File: src/rtl/dmem_q15_fp16_streamer.sv
// Streams a window of the Q15 data-constant ROM out as IEEE-754 binary16 words.
// Two-stage pipeline (ROM capture, then conversion into the output register)
// advances on a single global enable, so back-pressure stalls everything in lockstep.
module dmem_q15_fp16_streamer #(
  parameter int unsigned AW = 9,
  parameter int unsigned LW = 10
) (
  input  logic          clk,
  input  logic          rst,
  input  logic          start,
  input  logic [AW-1:0] base,
  input  logic [LW-1:0] len,
  output logic [AW-1:0] mem_a,
  input  logic [15:0]   mem_q,
  output logic [15:0]   out_data,
  output logic          out_valid,
  output logic          out_last,
  input  logic          out_ready,
  output logic          busy,
  output logic          done
);

  localparam int unsigned DW = 16;

  typedef enum logic [1:0] {
    S_IDLE,
    S_RUN,
    S_DRAIN,
    S_DONE
  } state_t;

  state_t        state_q, state_d;
  logic [AW-1:0] mem_a_q, mem_a_d;
  logic [LW-1:0] rem_q, rem_d;
  logic          s1_valid_q, s1_valid_d;
  logic [DW-1:0] s1_data_q, s1_data_d;
  logic          s1_last_q, s1_last_d;
  logic [DW-1:0] out_data_q, out_data_d;
  logic          out_valid_q, out_valid_d;
  logic          out_last_q, out_last_d;
  logic          busy_q, busy_d;
  logic          done_q, done_d;
  logic          en;

  // Q15 (value = q/32768) to binary16, round-to-nearest-even; never yields NaN/Inf.
  function automatic logic [DW-1:0] q15_to_fp16(input logic [DW-1:0] q);
    logic        sgn;
    logic [15:0] mag;
    logic [3:0]  p;
    logic [14:0] frac;
    logic        round_up;
    logic [10:0] mant_r;
    logic [4:0]  exp_f;
    logic [DW-1:0] res;
    sgn = q[15];
    // 0x8000 negates to itself, which reads correctly as unsigned 32768.
    mag = sgn ? 16'(~q + 16'd1) : q;
    p   = 4'd0;
    for (int i = 1; i < 15; i++) begin
      if (mag[i]) p = 4'(i);
    end
    // Left-align the bits below the leading one: [14:5] mantissa, [4] guard, [3:0] sticky.
    frac     = 15'(mag[14:0] << (5'd15 - {1'b0, p}));
    round_up = frac[4] & ((|frac[3:0]) | frac[5]);
    mant_r   = {1'b0, frac[14:5]} + 11'(round_up);
    exp_f    = {1'b0, p} + 5'(mant_r[10]);
    if (mag == 16'd0) begin
      res = 16'h0000;
    end else if (mag[15]) begin
      res = {sgn, 5'd15, 10'd0};
    end else if (mag == 16'd1) begin
      res = {sgn, 15'h0200};
    end else begin
      res = {sgn, exp_f, mant_r[9:0]};
    end
    return res;
  endfunction

  // State and pipeline registers; reset kills any stream in flight.
  always_ff @(posedge clk or posedge rst) begin
    if (rst) begin
      state_q     <= S_IDLE;
      mem_a_q     <= '0;
      rem_q       <= '0;
      s1_valid_q  <= 1'b0;
      s1_data_q   <= '0;
      s1_last_q   <= 1'b0;
      out_data_q  <= '0;
      out_valid_q <= 1'b0;
      out_last_q  <= 1'b0;
      busy_q      <= 1'b0;
      done_q      <= 1'b0;
    end else begin
      state_q     <= state_d;
      mem_a_q     <= mem_a_d;
      rem_q       <= rem_d;
      s1_valid_q  <= s1_valid_d;
      s1_data_q   <= s1_data_d;
      s1_last_q   <= s1_last_d;
      out_data_q  <= out_data_d;
      out_valid_q <= out_valid_d;
      out_last_q  <= out_last_d;
      busy_q      <= busy_d;
      done_q      <= done_d;
    end
  end

  // Next-state, issue and pipeline-advance logic.
  always_comb begin
    state_d     = state_q;
    mem_a_d     = mem_a_q;
    rem_d       = rem_q;
    s1_valid_d  = s1_valid_q;
    s1_data_d   = s1_data_q;
    s1_last_d   = s1_last_q;
    out_data_d  = out_data_q;
    out_valid_d = out_valid_q;
    out_last_d  = out_last_q;
    busy_d      = busy_q;
    done_d      = 1'b0;
    en          = !out_valid_q || out_ready;

    if (en) begin
      s1_valid_d  = 1'b0;
      out_valid_d = s1_valid_q;
      out_last_d  = s1_valid_q & s1_last_q;
      if (s1_valid_q) out_data_d = q15_to_fp16(s1_data_q);
    end

    case (state_q)
      S_IDLE: begin
        if (start) begin
          busy_d = 1'b1;
          if (len != '0) begin
            mem_a_d = base;
            rem_d   = len;
            state_d = S_RUN;
          end else begin
            done_d  = 1'b1;
            state_d = S_DONE;
          end
        end
      end
      S_RUN: begin
        if (en) begin
          s1_valid_d = 1'b1;
          s1_data_d  = mem_q;
          s1_last_d  = (rem_q == LW'(1));
          mem_a_d    = mem_a_q + AW'(1);
          rem_d      = rem_q - LW'(1);
          if (rem_q == LW'(1)) state_d = S_DRAIN;
        end
      end
      S_DRAIN: begin
        if (out_valid_q && out_ready && out_last_q) begin
          done_d  = 1'b1;
          state_d = S_DONE;
        end
      end
      S_DONE: begin
        busy_d  = 1'b0;
        state_d = S_IDLE;
      end
      default: state_d = S_IDLE;
    endcase
  end

  assign mem_a     = mem_a_q;
  assign out_data  = out_data_q;
  assign out_valid = out_valid_q;
  assign out_last  = out_last_q;
  assign busy      = busy_q;
  assign done      = done_q;

endmodule

File: config.mk
export PLATFORM = sky130hd
export DESIGN_NAME = dmem_q15_fp16_streamer
export DESIGN_NICKNAME = d
export VERILOG_FILES = /design/src/rtl/dmem_q15_fp16_streamer.sv
export SDC_FILE = /design/constraint.sdc
export NUM_CORES = 1
export LEC_CHECK = 0
export BUFFER_PORTS_ARGS = -buffer_cell sky130_fd_sc_hd__buf_4
export CAP_MARGIN = 20
export CORE_AREA = 2 2 89 91
export CTS_CLUSTER_SIZE = 30
export DETAILED_ROUTE_END_ITERATION = 7
export DIE_AREA = 0 0 91 93
export PLACE_DENSITY = 0.86
export SYNTH_ARGS = -nofsm -noshare
export SYNTH_HDL_FRONTEND = slang
export SYNTH_SLANG_ARGS = --single-unit
File: constraint.sdc
create_clock -name clk -period 9.1 [get_ports clk]
set_input_delay 0.455 -clock clk [delete_from_list [all_inputs] [get_ports clk]]
set_output_delay 0.455 -clock clk [all_outputs]
set_load 0.1 [all_outputs]
==> flow_summary.yaml, run 1 <==
outcome:
  status: "completed"
clock_tree:
  numCtsBuffers: 9
  cts-root-buf: "clkbuf_8"
  post_cts_buffers: 0
  cts-htree-levels: 3
  ctsHoldBuffers: 0
  clk_pin_slew_ns: 0.07
  cts_tree: "yes"
  clock_sinks: 59
  cts_resized: 0
  clock_latency_ns: 0.35
  clk_path_buf_depth: 2
global_routing:
  antenna_found_initial: 0
  grt_pass1_wl_mm: 19.4
  grt_max_degree: 60
  grt_pass1_vias: 4157
  grt_usage_pct: 28.4
  grt_remaining_overflow: 0
synth:
  synth_commonest_cells: "dfrtp_1, nand2_1, o21ai_0, a21oi_1, nand3_1"
  avgSynthCellArea_um2: 8.43
  synth_area_leaders: "dfrtp_1, mux2i_1, o21ai_0"
  synth_edf_count: 0
  syn_nets: 597
  ys_ff_latch: 59
  synth-xor-area-share_pct: 5.13
  synth.area.mux_share_pct: 9.88
  yosys.area.top_type_share_pct: 32.0
  async_flop_share_pct: 100
  synth_top_family_by_area: "compound AO/OA/AOI/OAI gates"
  ys_warn_count: 0
  yosysSeqAreaShare_pct: 32.0
  synth-simple-area-share_pct: 21.5
  postSynthCellCount: 547
  synthFlopType: "dfrtp_1"
  yosys.area.top_type: "dfrtp_1"
  synth_area_um2: 4610
  synthAdderAreaFrac_pct: 2.98
  synthMostInstantiatedCell: "dfrtp_1"
  synth_compound_area_share_pct: 23.7
  synth.distinct_cells: 72
floorplan:
  dieArea_um2: 8460
  placementRows: 32
  initial_core_util_pct: 61.3
  die_w_um: 91
  fp.coreArea_um2: 7530
  io_pins: 68
  die_h_um: 93
sta:
  setup_tns_ns: 0
  skew_ns: 0.0173
  post-route-period-util_pct: 66.1
  tightest_slew_ns: 1.11
  timing.fmax_ghz: 0.166
  finalHoldViolCount: 0
  setup_viol: 0
  layout_min_cycle_time_ns: 6.02
  slew_headroom_pct: 26.2
  rsz0062_at_grt: "no"
  slew_violations: 0
placement:
  place_congestion: 0.950
  dpl.hpwl_mm: 8.79
  port_buffers: 67
drt:
  via_count: 4419
  via_per_inst: 6.30
  wl_per_cell_um: 16.8
  drc_errors: 0
  first_iter_violations: 303
  wl_mm: 11.8
  drt-pass1-iter-count: 7
  ant_nets: 0
setup_path:
  cp.required_ns: 9.30
  reg2reg_depth: 21
  worstSetupStartpointType: "register"
  critPathCaptureType: "register"
  critPathMaxFanout: 15
  cp.arrival_ns: 6.22
  path_class: "reg2reg"
  slowest_stage: "a311oi_2"
  path_cells: "inv_1, ha_1, or3b_1, o31ai_2, xnor2_1, o211a_1, a311oi_2, mux2i_1, and2_1, o31a_1, and2_1, ha_1, inv_1, o31ai_1, nand3b_1, nor3_1, ha_1, ha_1, xnor2_1, a21oi_1, o21ai_0"
  critPathMaxStageDelay_ns: 0.94
  cpMostUsedCell: "ha_1"
finish:
  drive_gt1_share_pct: 20.5
  nets: 645
  synthToLayoutAreaGrowth_pct: 15.5
  diodes: 0
run:
  max_cap_violations: 0
worst_hold_path:
  hold_path_class: "in2async"
[metal layers]
layer	track usage, %	wire, µm	vias up
met5	0	0	-
met3	4.27	711	21
met1	36.9	5050	2100
met4	11.5	233	0
met2	48.0	5770	167
li1	-	-	2131
[worst max-delay path: cells and delay by family, from the launching register on]
kind                     cells  cell delay [ns]
AO/OA/AOI/OAI                7             2.39
AND/OR/NAND/NOR              5             1.27
adder cells (fa/ha/maj)      4             0.83
flip-flops                   1             0.51
XOR/XNOR                     2             0.35
multiplexers                 1             0.32
buffers and inverters        2             0.21
[cells in the final DEF, fill, tap and decap left out, types with 3 or more instances in the layout]
| cell type | instances |
|---|---|
| nor2_1 | 24 |
| a211oi_1 | 3 |
| nor4_1 | 8 |
| o21ai_1 | 4 |
| a221o_1 | 3 |
| or4_1 | 9 |
| and2_1 | 4 |
| mux2_2 | 17 |
| nand2_1 | 56 |
| o22ai_1 | 17 |
| clkbuf_8 | 11 |
| a21oi_1 | 39 |
| ha_1 | 11 |
| xor2_1 | 11 |
| mux2i_1 | 25 |
| nand4_1 | 6 |
| o211ai_1 | 3 |
| nor3_1 | 16 |
| and3_1 | 8 |
| or3_1 | 5 |
| inv_1 | 17 |
| a211o_1 | 3 |
| nand2b_1 | 10 |
| xnor2_1 | 16 |
| o31a_1 | 3 |
| a2bb2oi_1 | 3 |
| dfrtp_1 | 59 |
| buf_4 | 71 |
| nand3_1 | 28 |
| o21ai_0 | 44 |
| o211a_1 | 3 |
| o31ai_1 | 6 |
[per-stage QoR]
stage | utilization [%] | hold slack [ns] | worst slack [ns] | instances | area [µm²]
finish | 70.8 | 0.316 | 3.08 | 701 | 5330
CTS | 70.8 | 0.334 | 3.12 | 701 | 5330
detailed placement | 68.1 | 0.474 | 3.14 | 686 | 5130
global placement | 68.1 | 0.464 | 3.39 | 686 | 5130
global route | 70.8 | 0.329 | 2.61 | 701 | 5330
floorplan | - | 0.451 | 4.03 | 547 | 4610
[layout make-up]
type / count / area (µm²)
clock buffer: 11 / 151
fill: 647 / 2200
timing repair buffer: 71 / 533
inverter: 19 / 71.3
clock inverter: 4 / 50.0
tap: 102 / 128
sequential: 59 / 1480
multi-input combinational: 435 / 2920
[logic make-up after synthesis]
logic type / count (synthesis)
AND/OR/NAND/NOR: 192
AO/OA/AOI/OAI: 162
flip-flops: 59
buffers and inverters: 53
multiplexers: 43
XOR/XNOR: 27
adder cells (fa/ha/maj): 11
[state kept, by name, indices dropped and copies added (netlist names), named ones only]
signal,flops
state_q,2
s1_last_q,1
out_data,16
rem_q,10
mem_a,9
out_valid,1
out_last,1
done,1
busy,1
s1_data_q,16
[final timing paths]
check                                    startpoint                        to  slack, ns
setup reg to reg           s1_data_q[0]$_DFFE_PP0P_  out_data[12]$_DFFE_PP0P_       3.08
max in group asynchronous                       rst   out_data[6]$_DFFE_PP0P_       8.29
hold / removal                                  rst  s1_data_q[4]$_DFFE_PP0P_       0.32
min in group clk                           mem_q[4]  s1_data_q[4]$_DFFE_PP0P_       0.34
hold reg to reg            out_data[10]$_DFFE_PP0P_  out_data[10]$_DFFE_PP0P_       0.48
setup / recovery           s1_data_q[0]$_DFFE_PP0P_  out_data[12]$_DFFE_PP0P_       3.08
Power of run 1 is not shown: default switching activity piles up to over one toggle a cycle in this logic, so the estimate is an artifact.
==> inputs of run 2 (changes only) <==
--- a/config.mk
+++ b/config.mk
@@ -7,11 +7,11 @@
 export LEC_CHECK = 0
 export BUFFER_PORTS_ARGS = -buffer_cell sky130_fd_sc_hd__buf_4
 export CAP_MARGIN = 20
-export CORE_AREA = 2 2 89 91
+export CORE_AREA = 2 2 97 99
 export CTS_CLUSTER_SIZE = 30
 export DETAILED_ROUTE_END_ITERATION = 7
-export DIE_AREA = 0 0 91 93
-export PLACE_DENSITY = 0.86
+export DIE_AREA = 0 0 99 101
+export PLACE_DENSITY = 0.77
 export SYNTH_ARGS = -nofsm -noshare
 export SYNTH_HDL_FRONTEND = slang
 export SYNTH_SLANG_ARGS = --single-unit
==> constraint.sdc (replaced) <==
create_clock -name clk -period 5.3 [get_ports clk]
set_input_delay 0.265 -clock clk [delete_from_list [all_inputs] [get_ports clk]]
set_output_delay 0.265 -clock clk [all_outputs]
set_load 0.1 [all_outputs]
==> flow_summary.yaml, run 2 (same netlist as run 1, synthesis figures left out) <==
global_routing:
  grt_usage_pct: 25.9
  grt_pass1_vias: 4313
  grt_pass1_wl_mm: 21.1
  grt_max_degree: 60
  antenna_found_initial: 0
  grt_remaining_overflow: 0
setup_path:
  worstSetupStartpointType: "register"
  path_class: "reg2reg"
  critPathCaptureType: "register"
  cpMostUsedCell: "ha_1"
  cp.required_ns: 5.55
  slowest_stage: "or4_4"
  critPathMaxFanout: 10
  path_delay_family: "simple AND/OR/NAND/NOR gates"
  cp.arrival_ns: 5.27
  critPathMaxStageDelay_ns: 0.59
  path_cells: "inv_1, ha_1, or3b_4, nor3_1, nor3b_1, a221o_1, o311a_1, or4_4, or2_0, a2bb2oi_1, ha_1, inv_1, o31ai_2, nand3b_1, nor3_2, ha_1, ha_1, xnor2_1, a21oi_1, o21ai_0"
  cp.buffers_inverters: 2
finish:
  mostFrequentLayoutCell: "buf_4"
  register_area_um2: 1480
  utilization_pct: 62.4
  drive_gt1_share_pct: 25.2
  final_cell_mix: "buf_4, dfrtp_1, nand2_1, o21ai_0, a21oi_1"
  nets: 672
  multi_input_area_um2: 2970
  diodes: 0
  synthToLayoutAreaGrowth_pct: 21.4
  nFillCells: 795
placement:
  dpl.hpwl_mm: 9.56
  pre_cts_slack_ns: 0.134
  port_buffers: 67
  place_congestion: 0.987
clock_tree:
  cts-root-buf: "clkbuf_8"
  clock_latency_ns: 0.35
  cts-htree-levels: 3
  clk_pin_slew_ns: 0.07
  clock_sinks: 59
  clk_path_buf_depth: 2
  numCtsBuffers: 9
  cts_tree: "yes"
run:
  max_cap_violations: 0
sta:
  slew_violations: 0
  post-route-period-util_pct: 94.7
  layout_min_cycle_time_ns: 5.02
  skew_ns: 0.0111
  finalHoldViolCount: 0
  slew_headroom_pct: 34.3
  timing.fmax_ghz: 0.199
  setup_viol: 0
  worst_slack_ns: 0.280
  tightest_slew_ns: 0.985
floorplan:
  placementRows: 35
  io_pins: 68
  dieArea_um2: 10000
  die_h_um: 101
  die_w_um: 99
  fp.coreArea_um2: 8980
  initial_core_util_pct: 51.4
outcome:
  status: "completed"
drt:
  via_per_inst: 6.11
  drt-pass1-iter-count: 5
  ant_nets: 0
  wl_mm: 12.6
  via_count: 4510
  drc_errors: 0
  wl_per_cell_um: 17.0
  first_iter_violations: 323
worst_hold_path:
  hold_path_class: "in2async"
run 2: metrics by stage:
stage,hold slack (ns),TNS [ns],std cells,instance area [µm²]
5_1_grt,0.150,-0.00609,738,5600
2_1_floorplan,0.412,0,547,4610
4_1_cts,0.144,0,737,5530
6_report,0.121,0,738,5600
3_5_place_dp,0.473,0,721,5330
3_3_place_gp,0.465,0,721,5330
run 2: worst paths after layout:
kind                       slack, ns  cells after the start                   endpoint                      from
hold reg to reg                 0.48                      2    out_data[2]$_DFFE_PP0P_   out_data[2]$_DFFE_PP0P_
max in group asynchronous       4.67                      3    out_data[9]$_DFFE_PP0P_                       rst
min in group clk                0.15                      2   s1_data_q[9]$_DFFE_PP0P_                  mem_q[9]
setup / recovery                0.28                     20   out_data[12]$_DFFE_PP0P_  s1_data_q[0]$_DFFE_PP0P_
setup reg to reg                0.28                     20   out_data[12]$_DFFE_PP0P_  s1_data_q[0]$_DFFE_PP0P_
hold / removal                  0.12                      3  s1_data_q[13]$_DFFE_PP0P_                       rst
run 2: repair_timing:
item,4_1_cts,5_1_grt
gates resized for setup,0,11
hold buffers,0,0
setup buffers,0,1
endpoints found under the setup margin,0,5
run 2: cell type report:
cell class | count | area share (%)
well taps | 111 | 2.48
flip-flops and latches | 59 | 26.4
clock inverters | 6 | 1.14
multi-input cells | 435 | 53.1
repair buffers | 98 | 13.2
inverters | 19 | 1.27
clock buffers | 10 | 2.46
run 2: layer usage:
layer,vias to the layer above,wire (µm),global-route usage (%)
met5,-,0,0
met4,0,371,9.69
met3,33,769,4.58
met2,170,6030,42.7
met1,2135,5390,34.1
li1,2172,-,-
run 2: worst register-to-register path, stage by stage, from the launching register on:
cell	delay, ns
dfrtp_1	0.42
inv_1	0.12
ha_1	0.22
or3b_4	0.47
nor3_1	0.20
nor3b_1	0.07
a221o_1	0.28
o311a_1	0.42
or4_4	0.59
or2_0	0.24
a2bb2oi_1	0.22
ha_1	0.22
inv_1	0.07
o31ai_2	0.28
nand3b_1	0.15
nor3_2	0.19
ha_1	0.21
ha_1	0.19
xnor2_1	0.12
a21oi_1	0.08
o21ai_0	0.16
Power of run 2 is left out for the same reason.
==> inputs of run 3 (changes only) <==
==> constraint.sdc (replaced) <==
create_clock -name clk -period 4 [get_ports clk]
set_input_delay 0.2 -clock clk [delete_from_list [all_inputs] [get_ports clk]]
set_output_delay 0.2 -clock clk [all_outputs]
set_load 0.1 [all_outputs]
==> flow_summary.yaml, run 3 (same netlist as run 1, synthesis figures left out) <==
drt:
  ant_nets: 0
  wl_mm: 14.7
  wl_per_cell_um: 17.1
  first_iter_violations: 223
  via_per_inst: 5.83
  via_count: 5011
  drt-pass1-iter-count: 5
  drc_errors: 0
clock_tree:
  clock_latency_ns: 0.35
  numCtsBuffers: 9
  clk_pin_slew_ns: 0.07
  clk_path_buf_depth: 2
  cts-root-buf: "clkbuf_8"
  clock_sinks: 59
  cts_tree: "yes"
  cts-htree-levels: 3
finish:
  mostFrequentLayoutCell: "buf_4"
  final_cell_mix: "buf_4, dfrtp_1, nand2_1, o21ai_0, a21oi_1"
  drive_gt1_share_pct: 42.9
  utilization_pct: 77.4
  synthToLayoutAreaGrowth_pct: 50.8
  diodes: 0
  nets: 795
setup_path:
  cp.required_ns: 4.21
  critPathMaxFanout: 5
  worstSetupStartpointType: "register"
  rr_startpoint: "s1_data_q[0]$_DFFE_PP0P_"
  worstReg2RegEnd: "out_data[12]$_DFFE_PP0P_"
  critPathCaptureType: "register"
  r2r_setup_slack_ns: -0.63
  path_class: "reg2reg"
  reg2reg_depth: 20
  cp.arrival_ns: 4.84
global_routing:
  grt_remaining_overflow: 0
  grt_pass1_vias: 4964
  grt_max_degree: 60
  antenna_found_initial: 0
  grt_pass1_wl_mm: 23.3
  grt_usage_pct: 29.0
placement:
  pre_cts_slack_ns: -0.660
  place_congestion: 0.954
  port_buffers: 67
  dpl.hpwl_mm: 10.8
sta:
  tightest_slew_ns: 1.05
  post-route-period-util_pct: 116
  rsz0062_at_grt: "yes"
  worst_slack_ns: -0.633
  setup_tns_ns: -4.91
  slew_headroom_pct: 29.4
  skew_ns: 0.00833
  slew_violations: 0
  finalHoldViolCount: 0
  timing.fmax_ghz: 0.216
  setup_viol: 12
  layout_min_cycle_time_ns: 4.63
floorplan:
  io_pins: 68
  die_w_um: 99
  initial_core_util_pct: 51.4
  die_h_um: 101
  fp.coreArea_um2: 8980
  placementRows: 35
  dieArea_um2: 10000
outcome:
  status: "complete, but fails checks"
  violations: "setup timing"
run:
  max_cap_violations: 0
worst_hold_path:
  hold_path_class: "in2async"
run 3: changes by cell type in the layout (fill, tap and decap cells not counted), sizes merged:
cell      previous run  this run
bufinv               1         2
inv                 20        19
clkinvlp             2         1
buf                 98       221
run 3: worst max path at each step:
stage	to	cells after the start	from
after floorplan	out_data[12]$_DFFE_PP0P_	24	s1_data_q[0]$_DFFE_PP0P_
after global placement	out_data[12]$_DFFE_PP0P_	19	s1_data_q[0]$_DFFE_PP0P_
after detailed placement	out_data[11]$_DFFE_PP0P_	21	s1_data_q[0]$_DFFE_PP0P_
after CTS	out_data[12]$_DFFE_PP0P_	22	s1_data_q[0]$_DFFE_PP0P_
after global routing	out_data[12]$_DFFE_PP0P_	20	s1_data_q[0]$_DFFE_PP0P_
final	out_data[12]$_DFFE_PP0P_	20	s1_data_q[0]$_DFFE_PP0P_
run 3: what timing repair did:
item | 4_1_cts | 5_1_grt
pin swaps | 15 | 23
gates resized for setup | 25 | 43
hold buffers | 0 | 0
setup endpoints to repair | 13 | 16
setup buffers | 11 | 11
cloned | 1 | 0
run 3: area by class of cell:
cell class,count,area [µm²]
clock buffer,10,138
clock inverter,5,77.6
fill,627,2020
inverter,19,73.8
multi-input combinational,435,3350
sequential,59,1480
tap,111,139
timing repair buffer,221,1700
run 3: metrics by stage:
stage / instance area (µm²) / cells / hold slack (ns)
after floorplan: 4740 / 547 / 0.347
after global placement: 6210 / 823 / 0.433
after detailed placement: 6210 / 823 / 0.437
after CTS: 6650 / 850 / 0.0762
after global routing: 6950 / 860 / 0.0787
final: 6950 / 860 / 0.0549
run 3: layer usage:
layer  vias to the layer above  GRT usage (%)  wire (µm)
met5                         -              0          0
met4                         0           13.6        445
met3                        33           4.16        619
met2                       166           51.7       7590
met1                      2373           34.6       6030
li1                       2439              -          -
run 3: worst max-delay path, stage by stage (launching register included):
cell	delay (ns)
dfrtp_1	0.41
buf_4	0.15
or4_4	0.56
o41ai_4	0.51
xnor2_2	0.18
buf_4	0.17
nor3_2	0.19
nand2_1	0.07
or4_4	0.44
o22ai_2	0.24
a2bb2oi_4	0.19
ha_4	0.15
inv_2	0.05
o31ai_4	0.23
nand3b_1	0.16
nor3_2	0.14
ha_2	0.22
ha_4	0.15
xnor2_2	0.06
a21oi_1	0.15
o21ai_1	0.07
Power of run 3 is left out for the same reason.
